`src/rtl/uart_pkg.sv`:
```
// Shared UART definitions: FSM state encodings, data width and parity helper.
// Imported by both the transmitter and the receiver so their framing agrees.
package uart_pkg;

    localparam int UART_DATA_BITS = 8;

    typedef enum logic [2:0] {
        IDLE   = 3'd0,
        START  = 3'd1,
        DATA   = 3'd2,
        PARITY = 3'd3,
        STOP   = 3'd4
    } uart_state_t;

    // Even parity makes the total count of ones (data + parity) even.
    function automatic logic uart_parity(
        input logic [UART_DATA_BITS-1:0] data,
        input logic                      even
    );
        return even ? (^data) : ~(^data);
    endfunction

endpackage

```
`src/rtl/uart_baud_gen.sv`:
```
// Bit-period counter: counts 0..BRCLOCK_CYCLES-1, wraps, flags terminal count.
// A synchronous clear holds it at zero while the line is idle.
module uart_baud_gen #(
    parameter int BRCLOCK_CYCLES = 10
) (
    input  logic clk,
    input  logic rst,
    input  logic clear,
    output logic tick
);

    localparam int CW = (BRCLOCK_CYCLES > 1) ? $clog2(BRCLOCK_CYCLES) : 1;
    localparam logic [CW-1:0] TC = CW'(BRCLOCK_CYCLES - 1);

    logic [CW-1:0] count;

    assign tick = (count == TC);

    // Count up, wrapping at terminal count; clear restarts the bit period.
    always_ff @(posedge clk) begin
        if (!rst) begin
            count <= '0;
        end else if (clear || tick) begin
            count <= '0;
        end else begin
            count <= count + CW'(1);
        end
    end

endmodule

```
`src/rtl/uart_transmitter.sv`:
```
// UART transmitter: start bit, 8 data bits LSB-first, optional parity, stop.
// Frame fields are latched at accept so inputs may change mid-frame.
module uart_transmitter
    import uart_pkg::*;
#(
    parameter int BRCLOCK_CYCLES = 10
) (
    input  logic       clk,
    input  logic       rst,
    input  logic       start,
    input  logic [7:0] din,
    input  logic       pen,
    input  logic       peven,
    output logic       tx,
    output logic       busy,
    output logic       done
);

    uart_state_t state, state_n;
    logic [UART_DATA_BITS-1:0] data_q, data_n;
    logic       pen_q, pen_n;
    logic       par_q, par_n;
    logic [2:0] idx, idx_n;
    logic       tx_n, busy_n, done_n;
    logic       tick;

    uart_baud_gen #(
        .BRCLOCK_CYCLES(BRCLOCK_CYCLES)
    ) u_baud (
        .clk  (clk),
        .rst  (rst),
        .clear(state == IDLE),
        .tick (tick)
    );

    // State and output registers; reset aborts any frame without a done pulse.
    always_ff @(posedge clk) begin
        if (!rst) begin
            state  <= IDLE;
            data_q <= '0;
            pen_q  <= 1'b0;
            par_q  <= 1'b0;
            idx    <= '0;
            tx     <= 1'b1;
            busy   <= 1'b0;
            done   <= 1'b0;
        end else begin
            state  <= state_n;
            data_q <= data_n;
            pen_q  <= pen_n;
            par_q  <= par_n;
            idx    <= idx_n;
            tx     <= tx_n;
            busy   <= busy_n;
            done   <= done_n;
        end
    end

    // Next-state logic; tx is computed for the state being entered.
    always_comb begin
        state_n = state;
        data_n  = data_q;
        pen_n   = pen_q;
        par_n   = par_q;
        idx_n   = idx;
        tx_n    = tx;
        busy_n  = busy;
        done_n  = 1'b0;
        case (state)
            IDLE: begin
                tx_n   = 1'b1;
                busy_n = 1'b0;
                if (start) begin
                    data_n  = din;
                    pen_n   = pen;
                    par_n   = uart_parity(din, peven);
                    idx_n   = '0;
                    tx_n    = 1'b0;
                    busy_n  = 1'b1;
                    state_n = START;
                end
            end
            START: begin
                if (tick) begin
                    idx_n   = '0;
                    tx_n    = data_q[0];
                    state_n = DATA;
                end
            end
            DATA: begin
                if (tick) begin
                    if (idx == 3'd7) begin
                        if (pen_q) begin
                            tx_n    = par_q;
                            state_n = PARITY;
                        end else begin
                            tx_n    = 1'b1;
                            state_n = STOP;
                        end
                    end else begin
                        idx_n = idx + 3'd1;
                        tx_n  = data_q[idx + 3'd1];
                    end
                end
            end
            PARITY: begin
                if (tick) begin
                    tx_n    = 1'b1;
                    state_n = STOP;
                end
            end
            STOP: begin
                if (tick) begin
                    tx_n    = 1'b1;
                    busy_n  = 1'b0;
                    done_n  = 1'b1;
                    state_n = IDLE;
                end
            end
            default: begin
                tx_n    = 1'b1;
                busy_n  = 1'b0;
                state_n = IDLE;
            end
        endcase
    end

endmodule

```
`config.mk`:
```
export PLATFORM = sky130hd
export DESIGN_NAME = uart_transmitter
export DESIGN_NICKNAME = d
export VERILOG_FILES = /design/src/rtl/uart_pkg.sv /design/src/rtl/uart_baud_gen.sv /design/src/rtl/uart_transmitter.sv
export SDC_FILE = /design/constraint.sdc
export NUM_CORES = 1
export LEC_CHECK = 0
export CELL_PAD_IN_SITES_DETAIL_PLACEMENT = 0
export CELL_PAD_IN_SITES_GLOBAL_PLACEMENT = 1
export CORE_MARGIN = 2
export CORE_UTILIZATION = 37
export DETAILED_ROUTE_END_ITERATION = 16
export GPL_ROUTABILITY_DRIVEN = 0
export GPL_TIMING_DRIVEN = 0
export HOLD_SLACK_MARGIN = 0.1
export PLACE_DENSITY_LB_ADDON = 0.1
export SLEW_MARGIN = 0
export SYNTH_ARGS = -nofsm -noshare
export SYNTH_HDL_FRONTEND = slang
export SYNTH_SLANG_ARGS = --single-unit
```
`constraint.sdc`:
```
create_clock -name clk -period 1.95 [get_ports clk]
set_clock_uncertainty 0.2 [all_clocks]
set_input_delay 0.39 -clock clk [delete_from_list [all_inputs] [get_ports clk]]
set_output_delay 0.39 -clock clk [all_outputs]
set_load 0.01 [all_outputs]
```
== Yosys cells after proc, flatten, opt, wreduce, memory -nomap -nowiden ==
Cells that the tools add are included.
Word-level totals
  register bits: 23
  bits of input ports: 13
  output and inout bits: 3
  logic and storage cells: 68
Operators by class
  $add $sub $neg: 2
  magnitude comparators: 1
  equal/unequal tests: 14
  mux-type cells: 26
  bitwise gates (word level): 3
  reduce and logical (&&, ||, !) cells: 13
Operators by type and width (count)
  $mux 3: 10
  $pmux 3 s5: 1
  $mux 1: 11
  $ne 2x1->1 const B: 5
  $pmux 3 s3: 1
  $reduce_xor 8->1: 1
  $eq 3x2->1 const B: 2
  $eq 3x3->1 const B: 2
  $ne 2x2->1 const B: 3
  $reduce_and 2->1: 3
  $reduce_and 6->1: 1
  $reduce_and 5->1: 1
  $add 4x1->4 const B: 1
  $eq 4x4->1 const B: 1
  $lt 3x4->1 const B: 1
  $pmux 1 s4: 1
  $reduce_or 2->1: 2
  $add 3x1->3 const B: 1
  $bmux 1 s3: 1
  $eq 3x1->1 const B: 1
  $logic_not 3->1: 1
  $not 1->1: 3
  $pmux 1 s3: 1
  $reduce_and 3->1: 1
  3 further kinds: 3

== Depth between registers and ports, before layout ==
  word-level depth: 6
  mapped depth: 6
  depth with buffers taken out: 6

== Hierarchy ==
Synthesis repeated with hierarchy kept, for this count alone.
Unflattened totals
  cell total of the unflattened synthesis: 141
  area, all modules: 1234.9 sq um
Modules (own cells, without submodules)
  uart_transmitter: times used 1, cells each 123, area each 1058.5 sq um, sequential area each 380.4 sq um
  uart_baud_gen: times used 1, cells each 18, area each 176.4 sq um, sequential area each 80.1 sq um

== Least setup slack after synthesis ==
Ideal clock, no wire load.
  kind: register -> register
  start point: reg idx[0]
  end point: reg idx[0]
  library setup time: 72 ps
  arrival time: 1699 ps
  data required time: 1678 ps
  path slack: -20 ps
  stages on the path, launching flop included: 6
  buffers on the path: 0
  period minus slack after synthesis: 1970 ps
  cells stage by stage: dfxtp_1 ha_1 ha_1 or4b_4 a31oi_4 mux2i_1
Between the ends
  longest elaborated chain between the ends: 4
  elaborated cells on any way between the ends: 7
  those cells by class: add/sub: 1; eq/ne: 2; mux: 3; reduce/logical: 1
RTL lines
  start: declaration: line uart_transmitter.sv:23  | logic [2:0] idx, idx_n;
  start signal: assignment: line uart_transmitter.sv:52  | idx <= idx_n;
  $add 3x1->3: line uart_transmitter.sv:101  | idx_n = idx + 3'd1;
  $mux 3: line uart_transmitter.sv:92  | if (idx == 3'd7) begin
  $mux 3: line uart_transmitter.sv:91  | if (tick) begin
  $pmux 3 s3: line uart_transmitter.sv:69  | case (state)
Parallel ways exist; a longest one is shown, timed or not. The select of a mux whose other input is x is not followed.
A chain may end at the register's enable or synchronous reset.

== Worst setup path after layout ==
  start point: in start
  end point: reg idx[1]
Between the ends
  longest elaborated chain between the ends: 2
RTL lines
  start: declaration: line uart_transmitter.sv:10  | input logic start,
  $ne 2x2->1 (no line)
  $reduce_and 5->1 (no line)
No other way between the ends.

==> reports/metrics.cfg <==
[status]
outcome=finished, final reports clean

[grt]
grt-ovfl-total=0
grt_antenna_before_repair=0
grt_max_degree=13
grt_pass1_wl_um=4080
grt_pass1_vias=916
grtUsageTotal_pct=15.1

[hold_path]
hold_depth=1
hold_start=u_baud.count[0]
hold_path_class=flip-flop to flip-flop
worstHoldEndpoint=u_baud.count[0]

[power_and_ir_drop]
irDropWorstVdd_uv=306
powerDensity_nw_per_um2=587
power_frac_comb_pct=17.4
leakagePower_nw=0.546
p_switching_mw=0.221
p_clk_share_pct=25.3
p_int_mw=0.654
p_seq_share_pct=57.3
p_sw_share_pct=25.3

[final_layout]
drive_gt1_share_pct=15.1
diodes=0
fin_area_um2=1490
area_growth_pct=24.8
nFillCells=322
nNetsFinal=170

[clock_network]
htreeDepth=1
numCtsBuffers=3
ctsHoldBuffers=0
insertion_delay_ns=0.31
cts_buffer_depth=2
cts_tree=yes
path_clk_slew_ns=0.12
cts_sinks=23
cts_root_buf=clkbuf_4

[detailed_routing]
drt_pass1_iterations=4
remaining_drc_errors=0
num_vias=943
routed_wl_um=2380
viasPerCell=4.81
drt_iter0_markers=29
ant_nets=0
wl_per_cell_um=12.1

[placement]
port_buffers=15
place_hpwl_um=1790
dpl_cell_area_um2=1400

[logic_synthesis]
synth_top_area_share_pct=38.5
synth_warnings=0
synth_cell_type_count=33
yosys.cell_count.top_type=nand2_1
synth_edf_count=0
async_flop_share_pct=0
synth_cells=129
synth_area_um2=1200
ys_top_cells_by_count=nand2_1 (26), dfxtp_1 (23), a21boi_0 (10), nor2_1 (7)
synth_fp_nets=146
yosys-top-cells-area=dfxtp_1 (38%), nand2_1 (8.2%), a21boi_0 (6.3%)
avgSynthCellArea_um2=9.27
ys_seq_elements=23
ys.flop_type=dfxtp_1
synth.yosys.seq_area_share_pct=38.5
synth_area_leader_cell=dfxtp_1

[critical_path]
cp.arrival_ns=1.94
cp_max_fo=5
r2r-end=idx[1]
reg2reg_setup_slack_ns=0.08
required_ns=2.00
cpLargestDelayFamily=buffers and inverters
start_kind=input port
critPathKind=input port to flip-flop
rr_startpoint=idx[0]
path_cells=clkdlybuf4s50_1 > or3b_2 > a31oi_4 > mux2i_1
critPathMaxStageDelay_ns=0.58
crit_slowest_cell=clkdlybuf4s50_1
crit_buf_inv=1
ff2ff_path_depth=5
worstSetupEndpointType=flip-flop

[timing]
period_needed_ns=1.89
timing.final.crit_share_pct=97.0
clock.fmax_mhz=529
setup_viol=0
worstMarginPinSlew_ns=0.442
fin_tns_setup_ns=0
finalMaxSlewViolations=0
rsz0062_at_grt=false
hold_viol=0
relSlewSlack_pct=70.5

[die]
dieArea_um2=3700
fp-row-count=20
die_width_um=60.9
start_util_pct=39.2
die-height_um=60.9
core_area_um2=3050
io_pins=16

[flow_run]
max_cap_viol_count=0

stage by stage:
stage | power [mW] | instances | util [%] | setup slack [ns] | hold WS, ns
floorplan | 0.609 | 129 | - | 0.0257 | 0.234
global placement | 0.666 | 188 | 45.9 | -0.261 | 0.247
detailed placement | 0.669 | 188 | 45.9 | -0.276 | 0.257
CTS | 0.890 | 194 | 48.0 | 0.000927 | 0.250
global route | 0.930 | 196 | 48.9 | 0.00671 | 0.269
finish | 0.876 | 196 | 48.9 | 0.0593 | 0.247
registers in the layout, indices dropped and copies added, names as in the netlist:
name,count
busy,1
data_q,8
done,1
idx,3
par_q,1
pen_q,1
state,3
tx,1
u_baud.count,4
worst max path at each step:
stage                          from  slack, ns     end  depth (start not counted)
finish                        start       0.06  idx[1]                          4
global route               state[1]      0.007      tx                          4
CTS                 u_baud.count[1]     0.0009  idx[1]                          6
detailed placement            start      -0.28  idx[1]                          4
global placement              start      -0.26  idx[0]                          4
floorplan                    idx[0]       0.03  idx[0]                          5
layout by cell type, fill, tap and decap left out, types with 2 or more instances in the layout:
cell / netlist / routed
nand2b_1: 2 / 2
dfxtp_1: 23 / 21
inv_1: 3 / 3
xor2_1: 2 / 2
nor2_1: 7 / 7
nand2_1: 26 / 26
mux2i_1: 4 / 4
xnor2_1: 6 / 6
clkbuf_1: 5 / 6
mux4_2: 2 / 2
buf_4: 0 / 4
nand3b_1: 3 / 3
clkbuf_4: 0 / 3
clkdlybuf4s50_1: 0 / 15
o21ai_0: 6 / 6
ha_4: 0 / 2
a21oi_1: 4 / 4
nor3b_1: 2 / 2
a21boi_0: 10 / 10
nand3_1: 3 / 3
power groups by stage:
stage | Clock (mW) | Sequential (mW) | Combinational, mW
6_report | 0.222 | 0.502 | 0.152
5_1_grt | 0.255 | 0.505 | 0.170
4_1_cts | 0.232 | 0.502 | 0.156
3_5_place_dp | 0 | 0.514 | 0.155
3_3_place_gp | 0 | 0.513 | 0.153
2_1_floorplan | 0 | 0.512 | 0.0964
per-layer routing:
layer	part of all wire [%]	global-route usage (%)
met5	0	0
met4	1.3	6.52
met3	2.7	2.56
met2	47	26.3
met1	49	18.2
area by class of cell:
cell class,instances,area [um^2],share of cell area [%]
well taps,44,55.1,3.69
inverters,3,11.3,0.754
clock buffers,4,26.3,1.76
repair buffers,19,180,12.1
flip-flops and latches,23,465,31.2
multi-input cells,98,736,49.3
plain buffers,5,18.8,1.26
kinds of logic (layout without fill, tap and decap cells):
group | count (synthesis) | count (layout) | share of synthesized area, %
buffers and inverters | 8 | 31 | 2.51
AO/OA/AOI/OAI | 27 | 27 | 16.3
flip-flops | 23 | 23 | 38.5
AND/OR/NAND/NOR | 51 | 51 | 22.7
XOR/XNOR | 9 | 9 | 7.74
adder cells (fa/ha/maj) | 4 | 4 | 4.18
multiplexers | 7 | 7 | 8.05
timing repair:
action,4_1_cts,5_1_grt
setup endpoints to repair,4,4
pin swaps,1,1
gates cloned,0,0
gates resized for setup,7,2
setup buffers,2,2
No activity file was read; power rests on OpenSTA's default activity.
